==> src/rtl/core_pkg.sv <==
// Shared types and defaults for the fetch front end.
// Holds PC-generator state/source enums and the alignment helper.
package core_pkg;

    localparam int          XLEN         = 32;
    localparam logic [31:0] RESET_VECTOR = 32'h0000_0000;

    typedef enum logic [1:0] {
        BOOT,
        RUN,
        HOLD
    } pc_state_e;

    typedef enum logic [2:0] {
        SEQ,
        BR,
        JALR,
        TRAP,
        MRET
    } pc_src_e;

    // Without compressed support only bit1 matters; with it, bit0.
    function automatic logic addr_misaligned(
        input logic [1:0] lsb,
        input logic       c_ext
    );
        return c_ext ? lsb[0] : lsb[1];
    endfunction

endpackage

==> src/rtl/pc_target_sel.sv <==
// Redirect target priority mux with alignment check.
// Ports: i_* redirect requests/operands; o_target, o_src, o_misaligned.
module pc_target_sel
    import core_pkg::*;
#(
    parameter int XLEN  = core_pkg::XLEN,
    parameter int C_EXT = 0
) (
    input  logic            i_br_taken,
    input  logic [XLEN-1:0] i_br_pc,
    input  logic [XLEN-1:0] i_imm_op,
    input  logic            i_jalr_en,
    input  logic [XLEN-1:0] i_rs1_val,
    input  logic            i_trap_en,
    input  logic [XLEN-1:0] i_trap_vec,
    input  logic            i_mret_en,
    input  logic [XLEN-1:0] i_epc,
    output logic [XLEN-1:0] o_target,
    output pc_src_e         o_src,
    output logic            o_misaligned
);

    logic [XLEN-1:0] w_br_tgt;
    logic [XLEN-1:0] w_jalr_tgt;

    assign w_br_tgt   = i_br_pc + i_imm_op;
    assign w_jalr_tgt = (i_rs1_val + i_imm_op) & {{(XLEN-1){1'b1}}, 1'b0};

    always_comb begin
        o_target = '0;
        o_src    = SEQ;
        if (i_trap_en) begin
            o_target = i_trap_vec;
            o_src    = TRAP;
        end else if (i_mret_en) begin
            o_target = i_epc;
            o_src    = MRET;
        end else if (i_jalr_en) begin
            o_target = w_jalr_tgt;
            o_src    = JALR;
        end else if (i_br_taken) begin
            o_target = w_br_tgt;
            o_src    = BR;
        end
    end

    // Trap and MRET addresses come from CSRs and are trusted.
    assign o_misaligned = ((o_src == BR) || (o_src == JALR)) &&
                          addr_misaligned(o_target[1:0], C_EXT != 0);

endmodule

==> src/rtl/pc_gen.sv <==
// Program-counter generator at the front of fetch.
// Ports: redirect sources in, imem request handshake, pc/pc_plus, misalign report.
module pc_gen
    import core_pkg::*;
#(
    parameter int              XLEN         = core_pkg::XLEN,
    parameter logic [XLEN-1:0] RESET_VECTOR = XLEN'(core_pkg::RESET_VECTOR),
    parameter int              C_EXT        = 0
) (
    input  logic            clk,
    input  logic            rst,
    input  logic            stall,
    input  logic            br_taken,
    input  logic [XLEN-1:0] br_pc,
    input  logic [XLEN-1:0] imm_op,
    input  logic            jalr_en,
    input  logic [XLEN-1:0] rs1_val,
    input  logic            trap_en,
    input  logic [XLEN-1:0] trap_vec,
    input  logic            mret_en,
    input  logic [XLEN-1:0] epc,
    input  logic            is_compressed,
    output logic            imem_req_valid,
    input  logic            imem_req_ready,
    output logic [XLEN-1:0] pc,
    output logic [XLEN-1:0] pc_plus,
    output logic            misaligned_err,
    output logic [XLEN-1:0] misaligned_addr
);

    pc_state_e       r_state;
    logic [XLEN-1:0] r_pc;
    logic            r_valid;
    logic            r_err;
    logic [XLEN-1:0] r_err_addr;
    logic            r_pend_valid;
    logic [XLEN-1:0] r_pend_target;

    logic [XLEN-1:0] w_target;
    pc_src_e         w_src;
    logic            w_mis;
    logic            w_redir;
    logic            w_adv;
    logic [XLEN-1:0] w_step;

    pc_target_sel #(
        .XLEN  (XLEN),
        .C_EXT (C_EXT)
    ) u_sel (
        .i_br_taken   (br_taken),
        .i_br_pc      (br_pc),
        .i_imm_op     (imm_op),
        .i_jalr_en    (jalr_en),
        .i_rs1_val    (rs1_val),
        .i_trap_en    (trap_en),
        .i_trap_vec   (trap_vec),
        .i_mret_en    (mret_en),
        .i_epc        (epc),
        .o_target     (w_target),
        .o_src        (w_src),
        .o_misaligned (w_mis)
    );

    assign w_step  = ((C_EXT != 0) && is_compressed) ? XLEN'(2) : XLEN'(4);
    assign pc_plus = r_pc + w_step;
    assign w_adv   = r_valid & imem_req_ready & ~stall;
    assign w_redir = (w_src != SEQ) & ~w_mis;

    always_ff @(posedge clk or negedge rst) begin
        if (!rst) begin
            r_state       <= BOOT;
            r_pc          <= RESET_VECTOR;
            r_valid       <= 1'b0;
            r_err         <= 1'b0;
            r_err_addr    <= '0;
            r_pend_valid  <= 1'b0;
            r_pend_target <= '0;
        end else begin
            r_err <= 1'b0;
            case (r_state)
                BOOT: begin
                    r_state <= RUN;
                    r_valid <= 1'b1;
                end
                RUN: begin
                    if (w_mis) begin
                        r_err      <= 1'b1;
                        r_err_addr <= w_target;
                    end else if (w_redir) begin
                        if (w_adv) begin
                            r_pc <= w_target;
                        end else begin
                            r_pend_target <= w_target;
                            r_pend_valid  <= 1'b1;
                            r_state       <= HOLD;
                        end
                    end else if (w_adv) begin
                        r_pc <= pc_plus;
                    end
                end
                HOLD: begin
                    // Only a trap may replace the held redirect; the
                    // rest originate on the wrong path.
                    if (w_adv && r_pend_valid) begin
                        r_pc         <= trap_en ? trap_vec : r_pend_target;
                        r_pend_valid <= 1'b0;
                        r_state      <= RUN;
                    end else if (trap_en) begin
                        r_pend_target <= trap_vec;
                    end
                end
                default: begin
                    r_state <= BOOT;
                    r_valid <= 1'b0;
                end
            endcase
        end
    end

    assign pc              = r_pc;
    assign imem_req_valid  = r_valid;
    assign misaligned_err  = r_err;
    assign misaligned_addr = r_err_addr;

endmodule

==> config.mk <==
export PLATFORM = sky130hd
export DESIGN_NAME = pc_gen
export DESIGN_NICKNAME = d
export VERILOG_FILES = /design/src/rtl/core_pkg.sv /design/src/rtl/pc_target_sel.sv /design/src/rtl/pc_gen.sv
export SDC_FILE = /design/constraint.sdc
export NUM_CORES = 1
export LEC_CHECK = 0
export CAP_MARGIN = 20
export CORE_MARGIN = 2
export CORE_UTILIZATION = 46
export DETAILED_ROUTE_END_ITERATION = 6
export HOLD_SLACK_MARGIN = 0.02
export PLACE_DENSITY = 0.9
export SLEW_MARGIN = 20
export SYNTH_ARGS = -nofsm -noshare
export SYNTH_HDL_FRONTEND = slang
export SYNTH_SLANG_ARGS = --single-unit
==> constraint.sdc <==
create_clock -name clk -period 2.4 [get_ports clk]
set_input_delay 0.48 -clock clk [delete_from_list [all_inputs] [get_ports clk]]
set_output_delay 0.48 -clock clk [all_outputs]
set_load 0.01 [all_outputs]
==> results of run 1 <==
## layer usage
layer / GRT overflow / GRT usage, %
met5: 0 / 24.5
met4: 59 / 78.2
met3: 0 / 64.3
met2: 72 / 91.7
met1: 1 / 74.4
## cell usage after synthesis, types with 9 or more instances
master    instances  share of area, %
and3_1           18               1.1
a221o_1          12               1.2
o21bai_1          9              0.68
a21oi_1         126               6.3
nand2_1         163               6.1
a221oi_1         16               1.4
mux2_2           16               1.8
mux2i_1          11               1.1
a22oi_1          16               1.2
a21o_1           27               2.0
xnor2_1          51               4.5
nand2b_1         13              0.81
nand3_1          32               1.6
buf_1             9              0.34
dfrtp_1         101                25
nor2b_1          11              0.69
inv_1            35               1.3
a211oi_1         13              0.98
o31ai_1          10              0.75
nor3_1           27               1.4
o211ai_1         18               1.4
o21a_1           17               1.3
clkbuf_1         56               2.1
o21ai_0          98               4.9
or3_1            11              0.69
xor2_1           22               1.9
nor2_1          100               3.8
nand4_1          23               1.4
ha_1             65               8.1
a31oi_1          11              0.69
## through the flow
stage | setup TNS, ns | setup WS, ns | instances | hold WS [ns] | util [%]
after floorplan | -18.56 | -0.615 | 1287 | 0.184 | -
after global placement | -102.41 | -1.25 | 2120 | 0.453 | 75.5
after detailed placement | -111.35 | -1.38 | 2120 | 0.457 | 75.5
after CTS | -34.21 | -0.646 | 2216 | 0.133 | 88.8
## timing repair
item / CTS
cloned: 5
setup buffers: 83
endpoints found under the setup margin: 126
pin swaps: 189
resized for setup: 602
## cell families after synthesis
group                      count (synthesis)
adders and majority gates                 67
buffers and inverters                    113
AOI/OAI and AO/OA                        473
DFF                                      101
and+or+nand+nor                          433
muxes                                     27
xor gates and xnor gates                  73
==> key figures, run 1 <==
Status
  – Status: did not finish
  – Stage reached: global routing (5_1_grt)
  – First Err: [ERROR GRT-0116] Global routing finished with congestion. Check the congestion regions in the DRC Viewer.

Floorplan
  – Row cnt: 53
  – Chip width: 151 µm
  – Starting Density: a little under half
  – Io pins: ~270
  – Die H: about 150 µm

Clock network
  – Num CTS Buffers: 9
  – # clock sinks: approximately 100
  – CTS root buf: clkbuf_16
  – Hold-fix buffers at CTS: 0
  – Htree depth: 3
  – Clock Path Buffers: 2

Place
  – GPL Wtd Cong: 1.07
  – DPL Wire Length: 38.3 mm
  – Placed inst area: ~0.016 mm²
  – # port buffers: 265

Synthesis
  – Cells after Synth: ~1300
  – Simple-gate share of the synthesized area: 20.2%
  – Mux contribution to synthesized area: under 10%
  – Compound-cell area share of the yosys netlist: 32.2%
  – Syn_nets: ~1500
  – Seq/Total Area, Yosys: between 20% and 30%
  – Largest family of logic cells by synthesized area: compound AO/OA/AOI/OAI gates
  – Average cell area after synthesis: slightly below 8 µm²
  – Synth Area in XOR/XNOR: 6.40%
  – EDFF count, synth: 0
  – Mapped Area: 0.00999 mm²
  – Netlist cell types: 91
  – Synth async-reset ratio: 100%
  – Seq cells post-synth: approximately 100
  – Main synth FF type: dfrtp_1
  – Synth Area in Adders: under 10%
  – Synth warnings: 0

Global route
  – GR Util All Layers: around 76%
  – Total gr overflow: about 130
  – First-pass GRT wire length: between 100 and 150 mm
  – Pin count of the biggest net entering global routing: 49
  – Vias in the first global route: around 20000
==> run 2, diff against run 1 <==
- CORE_UTILIZATION: 46 -> 40
- HOLD_SLACK_MARGIN: 0.02 -> default
- PLACE_DENSITY: 0.9 -> default
- PLACE_DENSITY_LB_ADDON: default -> 0.15
- clock period: 2.4 -> 3.1 ns (I/O delays scaled with it)
==> key figures, run 2 <==
Status
  – Status: complete, but fails checks
  – Failing checks: setup timing

Synthesis
  – Top-count cell post-synth: nand2_1
  – Synth async-reset ratio: 100% (unchanged)
  – Most frequent cells after synthesis: nand2_1, a21oi_1, dfrtp_1, nor2_1, o21ai_0
  – Syn_nets: 1523 (unchanged)
  – Mapped Area: 0.00999 mm² (unchanged)
  – Synth warnings: 0 (unchanged)
  – Main synth FF type: dfrtp_1
  – EDFF count, synth: 0 (unchanged)
  – Top post-synthesis cells by area: dfrtp_1, ha_1, a21oi_1
  – Cell taking the most area after synthesis: dfrtp_1
  – Seq cells post-synth: 101 (unchanged)
  – Average cell area after synthesis: 7.76 µm² (unchanged)
  – Netlist cell types: 91 (unchanged)
  – Cells after Synth: 1287 (unchanged)
  – Synth top area share: 25.3% (unchanged)
  – Seq/Total Area, Yosys: 25.3% (unchanged)

Global route
  – Grt met1 use: 42.5%
  – Pin count of the biggest net entering global routing: 56
  – Global-route track usage on met2: 59.0%
  – Total gr overflow: 0
  – Most Used Layer, Global Route: met2
  – GR Util All Layers: 34.4%
  – Initial antenna violation count: 0
  – First-pass GRT wire length: approximately 70 mm
  – Vias in the first global route: 12600
  – GR Util met3: roughly 5.2%

Pwr
  – Pint: between 5 and 6 mW
  – Switching power share of the total: approximately two fifths
  – Gate power share: between 60 and 70%
  – Leakage: 7.53 nW
  – Flop pwr share: a little under a quarter
  – Total power: between 10 and 15 mW
  – Max IR drop VDD: between 0.4 and 0.5 mV
  – Net Sw Power: about 4.3 mW
  – Clk network pwr share: ~12%
  – Pwr per Cell Area: approximately 600 mW/mm²

Floorplan
  – Die Footprint: between 0.02 and 0.03 mm²
  – Die H: 162 µm (+7.0%)
  – Core Area: 0.0244 mm²
  – Starting Density: 41.0% (-6.3 points)
  – Io pins: 267 (unchanged)
  – Row cnt: 57 (+7.5%)
  – Chip width: 162 µm (+7.0%)

Critical path
  – Critical Path AT: approximately 3.4 ns
  – Startpoint Class: input pin
  – Critical path type: input pin to flop
  – CP endpoint kind: flop
  – Critical Path RT: approximately 3.3 ns
  – CP max FO: 3

Cells and area
  – Commonest cells after routing, fill and taps aside: buf_4, clkdlybuf4s50_1, nand2_1
  – Storage cell area: roughly 0.0025 mm²
  – Final Instance Area: approximately 0.017 mm²
  – Commonest non-fill, non-tap cell in the layout: buf_4
  – Layout cells sized above 1: about a third
  – # fillers: a little over 2000
  – Multi-input gate area: 0.00828 mm²
  – Area Overhead vs Synth: 70.8%
  – Final core utilization: a little over two thirds
  – Non-filler cells, final: about 2200
  – ANT cells: 0
  – Final #Nets: between 2000 and 2500

STA
  – Clock Skew: around 0.008 ns
  – Fin crit period: ~3.1 ns
  – Hold Violations, Final: 0
  – RSZ-0062 raised after global routing: true
  – Period utilisation layout: 101%
  – Worst setup margin: -0.0332 ns
  – Final setup vio count: 1
  – Final Max Tran Viols: 0
  – Maximum clock frequency: between 300 and 400 MHz
  – Slew @ Worst Pin: between 0.7 and 0.8 ns
  – Max transition margin: between 40 and 50%

Detailed routing
  – WL/cell: about 22 µm
  – 1st-iter DRT viols: 1073
  – DRC viols: 0
  – Drt first pass iters: 7
  – Routed vias: ~13000
  – Post-DRT Antenna Nets: 0
  – Detailed Route WL: between 40 and 50 mm
  – Number of vias per cell: between 5 and 6

Clock network
  – Num CTS Buffers: 9 (unchanged)
  – Clock slew at reported path FFs: 0.07 ns
  – CTS root buf: clkbuf_16
  – # clock sinks: 101 (unchanged)
  – Clock Path Buffers: 2 (unchanged)
  – Htree depth: 3 (unchanged)
  – Hold-fix buffers at CTS: 0 (unchanged)
  – CTS tree: done
  – Later-pin clock latency in the skew report: 0.35 ns

Place
  – DPL Wire Length: 37.1 mm (-3.1%)
  – Placed inst area: 0.0153 mm² (-4.0%)
  – Cells after DPL: 2129 (+0.42%)
  – Pre-CTS WS: -0.974 ns (+0.409 ns)
  – # port buffers: 265 (unchanged)
  – GPL Wtd Cong: 0.956 (-11%)

Run
  – Max cap viols: 0

Worst hold path
  – Hold crit path type: input pin to async pin
run 2: power groups by stage:
stage | Clock (mW) | Combinational (mW) | Sequential [mW]
finish | 1.18 | 6.66 | 2.39
detailed placement | 0 | 6.21 | 2.39
CTS | 1.18 | 6.40 | 2.38
global placement | 0 | 6.12 | 2.38
global route | 1.24 | 7.07 | 2.45
floorplan | 0 | 2.59 | 2.53
run 2: through the flow:
stage                     hold WS (ns)  TNS (ns)
after detailed placement         0.464    -57.05
after CTS                        0.358  -0.00136
after global routing             0.370    -0.458
final                            0.318   -0.0332
after global placement           0.451    -52.97
after floorplan                  0.324    -0.118
run 2: final timing paths:
check | start | end | slack [ns] | cells after the start
setup / recovery | imm_op[0] | pc[24] | -0.03 | 14
hold / removal | rst | misaligned_addr[1] | 0.32 | 1
setup reg to reg | pc[13] | pc[24] | 0.43 | 11
hold reg to reg | misaligned_addr[1] | misaligned_addr[1] | 0.48 | 1
max in group asynchronous | rst | r_pend_target[24] | 1.93 | 2
min in group clk | misaligned_addr[1] | misaligned_addr[1] | 0.48 | 1
run 2: repair_timing:
item / in CTS / in global routing
endpoints found under the setup margin: 102 / 73
pin swaps: 51 / 81
resized for setup: 193 / 129
setup buffers: 8 / 17
run 2: layer usage:
metal | routed length, µm | vias to the layer above
met3 | 3530 | 151
met2 | 22100 | 680
li1 | - | 5904
met5 | 0 | -
met4 | 2630 | 0
met1 | 18600 | 6094
run 2: critical path, stage by stage:
cell and delay, ns:
buf_8 0.08, ha_4 0.13, inv_2 0.04, fa_2 0.37, nand2b_4 0.16, a21o_1 0.19
a211oi_4 0.21, buf_6 0.14, o211ai_4 0.09, a2111oi_4 0.36, a211oi_2 0.12, or4_4 0.56
a311oi_2 0.20, nor3_1 0.09
run 2: cells by family (layout without fill, tap and decap cells):
group                    after synthesis  in the layout  synth area share, %
adder cells (fa/ha/maj)               67             67                 8.54
multiplexers                          27             27                 2.90
buffers and inverters                113            671                 4.48
XOR/XNOR                              73             73                 6.40
AO/OA/AOI/OAI                        473            473                 32.2
AND/OR/NAND/NOR                      433            433                 20.2
flip-flops                           101            101                 25.3
run 2: cell type report:
type                       instances  share of cell area [%]
clock buffer                      10                    1.40
clock inverter                     6                   0.359
inverter                          38                   0.836
multi-input combinational       1073                    48.5
sequential                       101                    14.8
tap                              324                    2.38
timing repair buffer             617                    31.7
No activity file was read; power rests on OpenSTA's default activity.
==> run 3, diff against run 2 <==
- HOLD_SLACK_MARGIN: default -> 0.08
==> results of run 3 <==
The final DEF is identical to that of run 2; final timing and power are the same.
==> run 4, diff against run 3 <==
- SETUP_SLACK_MARGIN: default -> 0.4
- SLEW_MARGIN: 20 -> default
==> key figures, run 4 (synthesized netlist as in run 2, its figures left out) <==
Cells and area
  – Final core utilization: 79.7% (+9.7 points)
  – Layout cells sized above 1: 46.0% (+14 points)
  – Area Overhead vs Synth: 94.4%
  – Commonest cells after routing, fill and taps aside: buf_4, clkdlybuf4s50_1, nand2_1
  – Final #Nets: 2159 (+4.0%)
  – Commonest non-fill, non-tap cell in the layout: buf_4
  – Non-filler cells, final: 2253 (+3.9%)

Floorplan
  – Row cnt: 57 (unchanged)
  – Core Area: 0.0244 mm² (unchanged)
  – Die H: 162 µm (unchanged)
  – Die Footprint: 0.0263 mm² (unchanged)
  – Chip width: 162 µm (unchanged)
  – Io pins: 267 (unchanged)
  – Starting Density: 41.0% (unchanged)

Detailed routing
  – Number of vias per cell: 6.15 (+4.0%)
  – Detailed Route WL: 53.8 mm (+15%)
  – 1st-iter DRT viols: 1369 (+28%)
  – Post-DRT Antenna Nets: 0 (unchanged)
  – Routed vias: 13900 (+8.1%)
  – Drt first pass iters: 5 (-2)
  – DRC viols: 0 (unchanged)
  – WL/cell: 23.9 µm (+11%)

STA
  – RSZ-0062 raised after global routing: true
  – Maximum clock frequency: 298 MHz (-6.5%)
  – Final Max Tran Viols: 0 (unchanged)
  – Post-route setup TNS: -1.11 ns (-1.08 ns)
  – Max transition margin: 28.3% (-20 points)
  – Worst hold margin: 0.274 ns (-0.0438 ns)
  – Hold Violations, Final: 0 (unchanged)
  – Worst setup margin: -0.250 ns (-0.217 ns)
  – Period utilisation layout: 108% (+7.0 points)
  – Fin crit period: 3.35 ns (+0.217 ns)
  – Final setup vio count: 15 (+14)
  – Slew @ Worst Pin: 1.06 ns (+0.287 ns)
  – Clock Skew: 0.0159 ns (+0.00794 ns)

Status
  – Failing checks: setup timing
  – Status: complete, but fails checks

Pwr
  – Pwr per Cell Area: 622 mW/mm² (+3.7%)
  – Max IR drop VDD: 0.417 mV (-1.7%)
  – Leakage: 8.38 nW (+11%)

Global route
  – First-pass GRT wire length: 74.2 mm (+5.8%)
  – GR Util All Layers: 36.4% (+2.0 points)
  – Initial antenna violation count: 1 (+1)
  – Vias in the first global route: 13200 (+4.9%)
  – Pin count of the biggest net entering global routing: 59 (+5.4%)
  – Total gr overflow: 0 (unchanged)

Clock network
  – CTS tree: done
  – Clock slew at reported path FFs: 0.08 ns (about the same)
  – Htree depth: 3 (unchanged)
  – Num CTS Buffers: 9 (unchanged)
  – Clock Path Buffers: 2 (unchanged)
  – Later-pin clock latency in the skew report: 0.36 ns (about the same)
  – CTS root buf: clkbuf_16
  – # clock sinks: 101 (unchanged)

Critical path
  – Critical Path RT: 3.34 ns (about the same)
  – Crit-path most repeated cell: buf_6
  – Slowest cell on crit path: fa_2
  – Startpoint Class: input pin
  – Critical path type: input pin to flop
  – WP buf/inv: 6 (+3)
  – CP endpoint kind: flop
  – Worst path cell trace: clkdlybuf4s15_2 > inv_2 > fa_2 > nand2b_4 > a21o_4 > a211oi_4 > buf_4 > buf_6 > buf_6 > o211a_1 > nor4_1 > o41ai_4 > a31oi_4 > buf_6 > a31o_1 > a21oi_2
  – CP top delay family: compound AO/OA/AOI/OAI gates
  – Max incr delay on CP: 0.40 ns (-0.16 ns)
  – CP max FO: 5 (+2)
  – Critical Path AT: 3.59 ns (+0.22 ns)

Place
  – Cells after DPL: 2116 (-0.61%)
  – DPL Wire Length: 36.4 mm (-2.1%)
  – # port buffers: 265 (unchanged)
  – Pre-CTS WS: -1.02 ns (-0.0437 ns)
  – GPL Wtd Cong: 0.943 (-1.4%)

Worst hold path
  – Hold crit path type: input pin to async pin

Run
  – Max cap viols: 0 (unchanged)
## run 4: changes by cell type in the layout (fill, tap and decap cells not counted), sizes merged, moves of 2 or more
cell           before  now
inv                39   42
nor2              100  102
dlymetal6s2s       22    4
clkbuf             15   17
dlygate4sd2        27   43
clkdlybuf4s50     197  170
clkdlybuf4s15       5   13
buf               361  461
## run 4: final cells by class
type	count	area, µm²
Sequential cell	101	2530
Timing Repair Buffer	698	6340
Inverter	38	145
Fill cell	1617	4960
Clock buffer	10	229
Tap cell	324	405
Multi-Input combinational cell	1075	9730
Antenna cell	1	2.50
Clock inverter	6	45.0
## run 4: per-layer routing
metal	up-vias	GRT usage, %	wire (µm)
met2	916	60.4	25000
met5	-	0	0
li1	6092	-	-
met3	236	4.93	5020
met4	0	17.8	3580
met1	6618	46.7	20300
## run 4: per-stage QoR
step | instance area [µm²] | power [mW]
finish | 19400 | 12.1
global route | 19400 | 12.6
CTS | 18100 | 10.6
detailed placement | 15500 | 8.65
global placement | 15500 | 8.56
floorplan | 10400 | 5.30
## run 4: worst reg2reg max path, delay by kind of cell, from the launching register on
kind            cells  cell delay, ns
flops               1            0.40
fa+ha+maj           1            0.65
simple gates        1            0.55
compound gates      1            0.57
buf+inv             3            0.44
mux                 1            0.34
## run 4: what timing repair did
item                       CTS  global route
buffers inserted            74            36
hold endpoints to repair     0             0
resized for setup          568           211
cloned                       3             7
pin swaps                  193           142
setup endpoints to repair  124           114
hold buffers                 0             0
## run 4: where the power goes
| group | switching (mW) | internal, mW |
|---|---|---|
| logic | 4.22 | 4.27 |
| clock network | 0.564 | 0.556 |
| registers | 0.546 | 1.93 |
| total | 5.33 | 6.75 |
## run 4: final timing paths
check                                    from                 end  slack [ns]  cells past startpoint
min                                       rst  misaligned_addr[5]        0.27                      1
max reg2reg                        r_state[1]               pc[9]        0.01                      7
min reg2reg                misaligned_addr[1]  misaligned_addr[1]        0.49                      1
min in group clk           misaligned_addr[1]  misaligned_addr[1]        0.49                      1
max in group asynchronous                 rst   r_pend_target[30]        2.05                      2
max                                  br_pc[1]              pc[28]       -0.25                     16
